`config.mk`:
```
export PLATFORM = sky130hd
export DESIGN_NAME = attn_stream_io
export DESIGN_NICKNAME = d
export VERILOG_FILES = /design/src/rtl/attn_pkg.sv /design/src/rtl/attn_watchdog.sv /design/src/rtl/attn_stream_io.sv
export SDC_FILE = /design/constraint.sdc
export NUM_CORES = 2
export LEC_CHECK = 0
export BUFFER_PORTS_ARGS = -buffer_cell sky130_fd_sc_hd__buf_2
export CAP_MARGIN = 20
export CORE_AREA = 2 2 709 711
export DETAILED_ROUTE_END_ITERATION = 7
export DIE_AREA = 0 0 711 713
export PLACE_DENSITY_LB_ADDON = 0.12
export SYNTH_ARGS = -nofsm -noshare
export SYNTH_HDL_FRONTEND = slang
export SYNTH_HIERARCHICAL = 1
export SYNTH_SLANG_ARGS = --single-unit
```
`constraint.sdc`:
```
create_clock -name clk -period 6.2 [get_ports clk]
set_input_delay 0.62 -clock clk [delete_from_list [all_inputs] [get_ports clk]]
set_output_delay 0.62 -clock clk [all_outputs]
set_load 0.005 [all_outputs]
```
`src/rtl/attn_pkg.sv`:
```
// Shared definitions for the attention stream I/O block: default widths,
// operand/result word counts and the load/run/drain state encoding.
package attn_pkg;

    localparam int DATA_W_DEF  = 16;
    localparam int N_IN_DEF    = 32;
    localparam int N_OUT_DEF   = 16;
    localparam int TIMEOUT_DEF = 255;

    typedef enum logic [1:0] {
        LOAD  = 2'd0,
        RUN   = 2'd1,
        DRAIN = 2'd2
    } attn_state_e;

    // Key, query and value buses are loaded back to back from one stream.
    function automatic int operandWords(input int nIn);
        return 3 * nIn;
    endfunction

endpackage

```
`src/rtl/attn_watchdog.sv`:
```
// RUN-phase watchdog: counts enabled cycles from zero and flags expiry once
// the count reaches TIMEOUT; clear holds the count at zero.
module attn_watchdog
    import attn_pkg::*;
#(
    parameter int TIMEOUT = TIMEOUT_DEF
) (
    input  logic clk,
    input  logic rst,
    input  logic clear_i,
    input  logic enable_i,
    output logic expire_o
);

    localparam int CW = $clog2(TIMEOUT + 1);

    logic [CW-1:0] count_q;

    // Count saturates at TIMEOUT so expiry stays asserted until cleared.
    always_ff @(posedge clk) begin
        if (rst || clear_i) begin
            count_q <= '0;
        end else if (enable_i && (count_q != CW'(TIMEOUT))) begin
            count_q <= count_q + CW'(1);
        end
    end

    assign expire_o = enable_i && (count_q == CW'(TIMEOUT));

endmodule

```
`src/rtl/attn_stream_io.sv`:
```
// Stream front-end for the attention PE array: loads key/query/value words,
// runs the array, then streams the captured result words back out.
// Optional RUN watchdog is enabled by defining ATTN_IO_WATCHDOG_EN.
module attn_stream_io
    import attn_pkg::*;
#(
    parameter int DATA_W  = DATA_W_DEF,
    parameter int N_IN    = N_IN_DEF,
    parameter int N_OUT   = N_OUT_DEF,
    parameter int TIMEOUT = TIMEOUT_DEF
) (
    input  logic                    clk,
    input  logic                    rst,
    input  logic                    s_valid,
    output logic                    s_ready,
    input  logic [DATA_W-1:0]       s_data,
    output logic [N_IN*DATA_W-1:0]  key_o,
    output logic [N_IN*DATA_W-1:0]  query_o,
    output logic [N_IN*DATA_W-1:0]  value_o,
    output logic                    pe_en,
    output logic                    pe_rst_n,
    input  logic [N_OUT*DATA_W-1:0] final_res_i,
    input  logic                    all_done_i,
    output logic                    m_valid,
    input  logic                    m_ready,
    output logic [DATA_W-1:0]       m_data,
    output logic                    m_last,
    output logic                    busy,
    output logic                    timeout_err
);

    localparam int NWORDS = operandWords(N_IN);
    localparam int KW     = $clog2(NWORDS);
    localparam int JW     = (N_OUT > 1) ? $clog2(N_OUT) : 1;

    attn_state_e              state_q, state_d;
    logic [KW-1:0]            k_q;
    logic [JW-1:0]            j_q;
    logic [N_IN*DATA_W-1:0]   key_q, query_q, value_q;
    logic [N_OUT*DATA_W-1:0]  res_q;
    logic                     inBeat, outBeat, lastIn, lastOut, wdExpire;

    assign inBeat  = s_valid && (state_q == LOAD);
    assign outBeat = m_ready && (state_q == DRAIN);
    assign lastIn  = (k_q == KW'(NWORDS - 1));
    assign lastOut = (j_q == JW'(N_OUT - 1));

`ifdef ATTN_IO_WATCHDOG_EN
    logic timeoutErr_q;

    attn_watchdog #(.TIMEOUT(TIMEOUT)) u_watchdog (
        .clk      (clk),
        .rst      (rst),
        .clear_i  (state_q != RUN),
        .enable_i (state_q == RUN),
        .expire_o (wdExpire)
    );

    // A completion arriving on the expiry cycle wins, so no error then.
    always_ff @(posedge clk) begin
        if (rst) begin
            timeoutErr_q <= 1'b0;
        end else if ((state_q == RUN) && wdExpire && !all_done_i) begin
            timeoutErr_q <= 1'b1;
        end
    end

    assign timeout_err = timeoutErr_q;
`else
    assign wdExpire    = 1'b0;
    assign timeout_err = 1'b0;
`endif

    always_ff @(posedge clk) begin
        if (rst) begin
            state_q <= LOAD;
        end else begin
            state_q <= state_d;
        end
    end

    always_comb begin
        state_d = state_q;
        case (state_q)
            LOAD:    if (inBeat && lastIn) state_d = RUN;
            RUN: begin
                if (all_done_i) begin
                    state_d = DRAIN;
                end else if (wdExpire) begin
                    state_d = LOAD;
                end
            end
            DRAIN:   if (outBeat && lastOut) state_d = LOAD;
            default: state_d = LOAD;
        endcase
    end

    // Operand buses are only written in LOAD, so they hold through RUN/DRAIN.
    always_ff @(posedge clk) begin
        if (rst) begin
            k_q     <= '0;
            j_q     <= '0;
            key_q   <= '0;
            query_q <= '0;
            value_q <= '0;
            res_q   <= '0;
        end else begin
            if (inBeat) begin
                k_q <= lastIn ? '0 : k_q + KW'(1);
                for (int i = 0; i < N_IN; i++) begin
                    if (k_q == KW'(i))            key_q[i*DATA_W +: DATA_W]   <= s_data;
                    if (k_q == KW'(N_IN + i))     query_q[i*DATA_W +: DATA_W] <= s_data;
                    if (k_q == KW'(2 * N_IN + i)) value_q[i*DATA_W +: DATA_W] <= s_data;
                end
            end
            if ((state_q == RUN) && all_done_i) begin
                res_q <= final_res_i;
            end
            if (outBeat) begin
                j_q <= lastOut ? '0 : j_q + JW'(1);
            end
        end
    end

    always_comb begin
        s_ready  = (state_q == LOAD);
        pe_en    = (state_q == RUN);
        pe_rst_n = (state_q != LOAD);
        busy     = (state_q != LOAD);
        m_valid  = (state_q == DRAIN);
        m_last   = (state_q == DRAIN) && lastOut;
        m_data   = '0;
        for (int i = 0; i < N_OUT; i++) begin
            if ((state_q == DRAIN) && (j_q == JW'(i))) begin
                m_data = res_q[i*DATA_W +: DATA_W];
            end
        end
    end

    assign key_o   = key_q;
    assign query_o = query_q;
    assign value_o = value_q;

endmodule

```
Word level (Yosys, flattened, before mapping)
Index checks and enable logic that the tools add are counted.

storage, ports and cells
  bits in registers = 1805
  input port bits = 277
  output and inout port bits = 1559
  word-level logic and storage cells = 361

operators by class
  add/sub/neg operators = 2
  eq/ne operators = 115
  mux-type cells = 22
  reduce and logical (&&, ||, !) cells = 122

operator list
  kind                                                 number
  2-to-1 mux 16 bit                                    16
  equality test 7 x 6 -> 1 bit, second input constant  32
  equality test 7 bit, second input constant           32
  AND reduction 2 bit                                  96
  equality test 7 x 5 -> 1 bit, second input constant  16
  equality test 7 x 4 -> 1 bit, second input constant  8
  equality test 4 bit, second input constant           8
  equality test 7 x 3 -> 1 bit, second input constant  4
  logical AND 1 bit                                    21
  equality test 4 x 3 -> 1 bit, second input constant  4
  equality test 7 x 2 -> 1 bit, second input constant  2
  equality test 4 x 2 -> 1 bit, second input constant  2
  adder 7 x 1 -> 7 bit, second input constant          1
  equality test 7 x 1 -> 1 bit, second input constant  1
  zero test 7 bit                                      1
  2-to-1 mux 7 bit                                     1
  2-to-1 mux 2 bit                                     3
  != test 2 x 1 -> 1 bit, second input constant        3
  case mux 2 bit (3 select lines)                      1
  adder 4 x 1 -> 4 bit, second input constant          1
  equality test 4 x 1 -> 1 bit, second input constant  1
  zero test 4 bit                                      1
  2-to-1 mux 4 bit                                     1
  AND reduction 3 bit                                  1
  4 further kinds                                      4

Logic depth before layout (Yosys ltp)
  depth after elaboration = 18
  depth in mapped cells = 10
  mapped depth without buffers = 7

Worst setup path after synthesis
Ideal clock, no wire load.

  kind = reg2out
  from = reg j_q[0]
  to = out m_data[13]
  arrival = 2.185 ns
  data required time = 5.580 ns
  path slack = 3.395 ns
  cell stages (with the launch flop) = 9
  path buffers = 1
  cells stage by stage = dfxtp_1 > inv_1 > ha_1 > clkbuf_1 > nor3_2 > nor2_1 > or2_2 > a311o_1 > a211oi_2

between the ends
  longest elaborated chain between the ends = 18
  elaborated cells between the ends (all ways) = 48
  those cells by class = 15 x eq/ne; 16 x mux; 17 x reduce/logical

RTL lines
  what                              RTL line               source
  start, declared                   attn_stream_io.sv:38   logic [JW-1:0] j_q;
  start signal, assigned            attn_stream_io.sv:120  j_q <= lastOut ? '0 : j_q + JW'(1);
  zero test 4 bit                   attn_stream_io.sv:134  if ((state_q == DRAIN) && (j_q == JW'(i))) begin
  logical AND 1 bit                 attn_stream_io.sv:134
  2-to-1 mux 16 bit (15 in series)  attn_stream_io.sv:134
  2-to-1 mux 16 bit (*)             attn_stream_io.sv:134
  end, declared                     attn_stream_io.sv:26   output logic [DATA_W-1:0] m_data,

Mark *: on every way between the ends. The rest lies on a longest branch, timed or not.

Worst setup path in the final report
Ends and elaborated chain as after synthesis.

==> results.ini <==
[critical_path]
crit_chain=inv_1 > ha_2 > buf_4 > or3b_2 > nor2_1 > a221oi_1 > o21a_1 > a211oi_2 > buf_2
crit_required_ps=5580
cp-end-kind=output port
critPathMaxFanout=36
start_kind=register
critPathKind=reg2out
max_stage_delay_ps=760
cp_slowest_cell=nor2_1
cp_data_arrival_time_ps=4470

[sta]
worst_slew_pin_slew_ps=1120
setup_viol=0
finalCritPeriodShare_pct=82.2
maxSlewHeadroom_pct=24.8
fmax_ghz=0.196
final_max_slew_viol_count=0
post-route-min-period_ps=5090
hold_violations=0
fin_setup_tns_ps=0
rsz0062_at_grt=no
finClkSkew_ps=98.2

[synthesis]
yosys.area.top_type_share_pct=53.5
synthCells=8600
synth-edff-count=0
synth_area_leader_cell=dfxtp_1
synth.area.top_cells=dfxtp_1 54%, nand2_1 21%, a21oi_1 12%
netlist_area_mm2=0.0675
synth_seq_cells=1805
yosysSeqAreaShare_pct=53.5
synthFlopType=dfxtp_1
syn_avg_cell_area_um2=7.85
syn_nets=8885
ys_warn_count=6
async_flop_share_pct=0
yosysUniqueCellTypes=86

[finish]
multi_input_area_mm2=0.0282
drive_gt1_share_pct=25.3
final_common_cell=nand2_1
nNetsFinal=10600
fill_cells=56500
postLayoutCellArea_mm2=0.0935
final_cell_mix=3745 x nand2_1, 1817 x buf_2, 1805 x dfxtp_1
postLayoutCoreUtil_pct=18.7
fin_cells=17200
syn_to_final_growth_pct=38.6
regArea_mm2=0.0361

[die]
rows=260
initial_utilization_pct=13.5
io_pins=1836
die_area_mm2=0.507
coreArea_mm2=0.500
die_x_um=711
die_h_um=713

[drt]
dr_wl_met3_um=27100
first_pass_iters=5
drt-met1-wl_um=194000
wl_met2_um=234000
route.vias.total=66200
drtIter0Drc=4331
drt-total-wl_um=471000
wire_per_inst_um=27.3
drcViolationCount=0
highest_layer=met5
ant_nets=0
viasPerCell=3.85

[placement]
dpl_cell_area_mm2=0.0833
dpl.hpwl_um=332000
dp.cells=16500
portBuffers=1834
place.gp.congestion=0.813

[clocking]
cts-resized-gates=0
cts_buffers=239
clkTransAtPathRegs_ps=60
clock_latency_ps=960
post_cts_buffers=0
cts_buffer_depth=4
ctsHoldBuffers=249
cts_sinks=1805
cts.htree.levels=4
cts-root-buf=clkbuf_16
tritoncts=built

[global_route]
grt.overflow.total=0
antenna_found_initial=42
grt_pass1_vias=64500
grt_usage_pct=17.7
grt_max_degree=172
grt_first_pass_wirelength_um=622000

[pwr]
comb_power_share_pct=4.3
powerDensity_mw_per_mm2=286
p_leak_uw=0.0351
p_clk_share_pct=52.2
p_switching_uw=6840
total_power_uw=26700
ir_drop_mv=0.237
pwr-share-seq_pct=43.5
switching_share_pct=25.6
p_int_uw=19900

[run_status]
outcome=complete, no violations

[min_path]
hold_path_class=in2reg

[run]
drv_cap=0

sequential cells by signal, summed over array words and instances, names as in the netlist:
| register | flops |
|---|---|
| res_q | 256 |
| key_o | 512 |
| value_o | 512 |
| query_o | 512 |
| state_q | 2 |
| j_q | 4 |
| k_q | 7 |
cell type report:
cell class	count	area share [%]
flip-flops and latches	1805	38.6
multi-input cells	6069	30.1
repair buffers	2206	14.0
well taps	6681	8.94
clock buffers	377	7.68
clock inverters	49	0.542
diodes	22	0.0589
inverters	11	0.0442
through the flow:
stage	hold slack, ps	setup slack [ps]
floorplan	431	3390
global placement	440	2110
detailed placement	443	2010
CTS	5.36	1000
global route	42.3	883
finish	113	1110
kinds of logic (layout without fill, tap and decap cells):
| family | Yosys count | count (layout) | share of synthesized area [%] |
|---|---|---|---|
| and+or+nand+nor | 4042 | 4042 | 24.6 |
| other | 1 | 23 | 0.00556 |
| DFF | 1805 | 1805 | 53.5 |
| buffers and inverters | 726 | 2643 | 4.92 |
| adders and majority gates | 8 | 8 | 0.148 |
| xor gates and xnor gates | 5 | 5 | 0.0649 |
| muxes | 1 | 1 | 0.0148 |
| AOI/OAI and AO/OA | 2012 | 2012 | 16.7 |
worst paths after layout:
kind | startpoint | end | slack [ps] | depth (start not counted)
min | s_data[7] | value_o[119] | 110 | 3
max | j_q[0] | m_data[13] | 1110 | 9
max reg2reg | k_q[2] | value_o[124] | 2560 | 5
min reg2reg | query_o[58] | query_o[58] | 450 | 2
metal layers:
metal  up-vias  track usage (%)
met1     32500             21.3
li1      31400                -
met5         -                0
met2      1870             31.3
met3       466             3.83
met4         8             5.32
power by group through the flow:
stage	Combinational [uW]	Sequential, uW	Clock (uW)
finish	1140	11600	13900
global placement	1050	11900	0
CTS	1190	11600	14500
floorplan	391	11900	0
detailed placement	1050	11900	0
global route	1200	11600	14900
synth_stat cells, types with 8 or more instances:
library cell,number
or3_1,13
a22o_1,10
o32ai_1,8
o22a_1,8
buf_2,203
a31oi_1,14
inv_1,10
o221ai_1,9
nand3_4,11
nor2_4,55
clkbuf_1,430
and3_1,20
dfxtp_1,1805
a21oi_2,198
and2_1,11
o22ai_1,20
nand2_1,3750
a21oi_1,1643
nor2b_1,11
buf_4,35
nor2_1,49
nand2b_1,8
o21ai_0,28
nor2_2,13
buf_6,26
o211ai_1,11
nor2_8,24
nor3_1,12
buf_1,17
nand3_1,15
a32oi_1,13
ha_1,8
worst max-delay path, delay by kind of cell (launching register included):
| kind | cells | cell delay [ps] |
|---|---|---|
| fa+ha+maj | 1 | 350 |
| buf+inv | 3 | 630 |
| compound gates | 3 | 860 |
| simple gates | 2 | 1310 |
| flops | 1 | 430 |
Power figures use the tool's default switching activity.
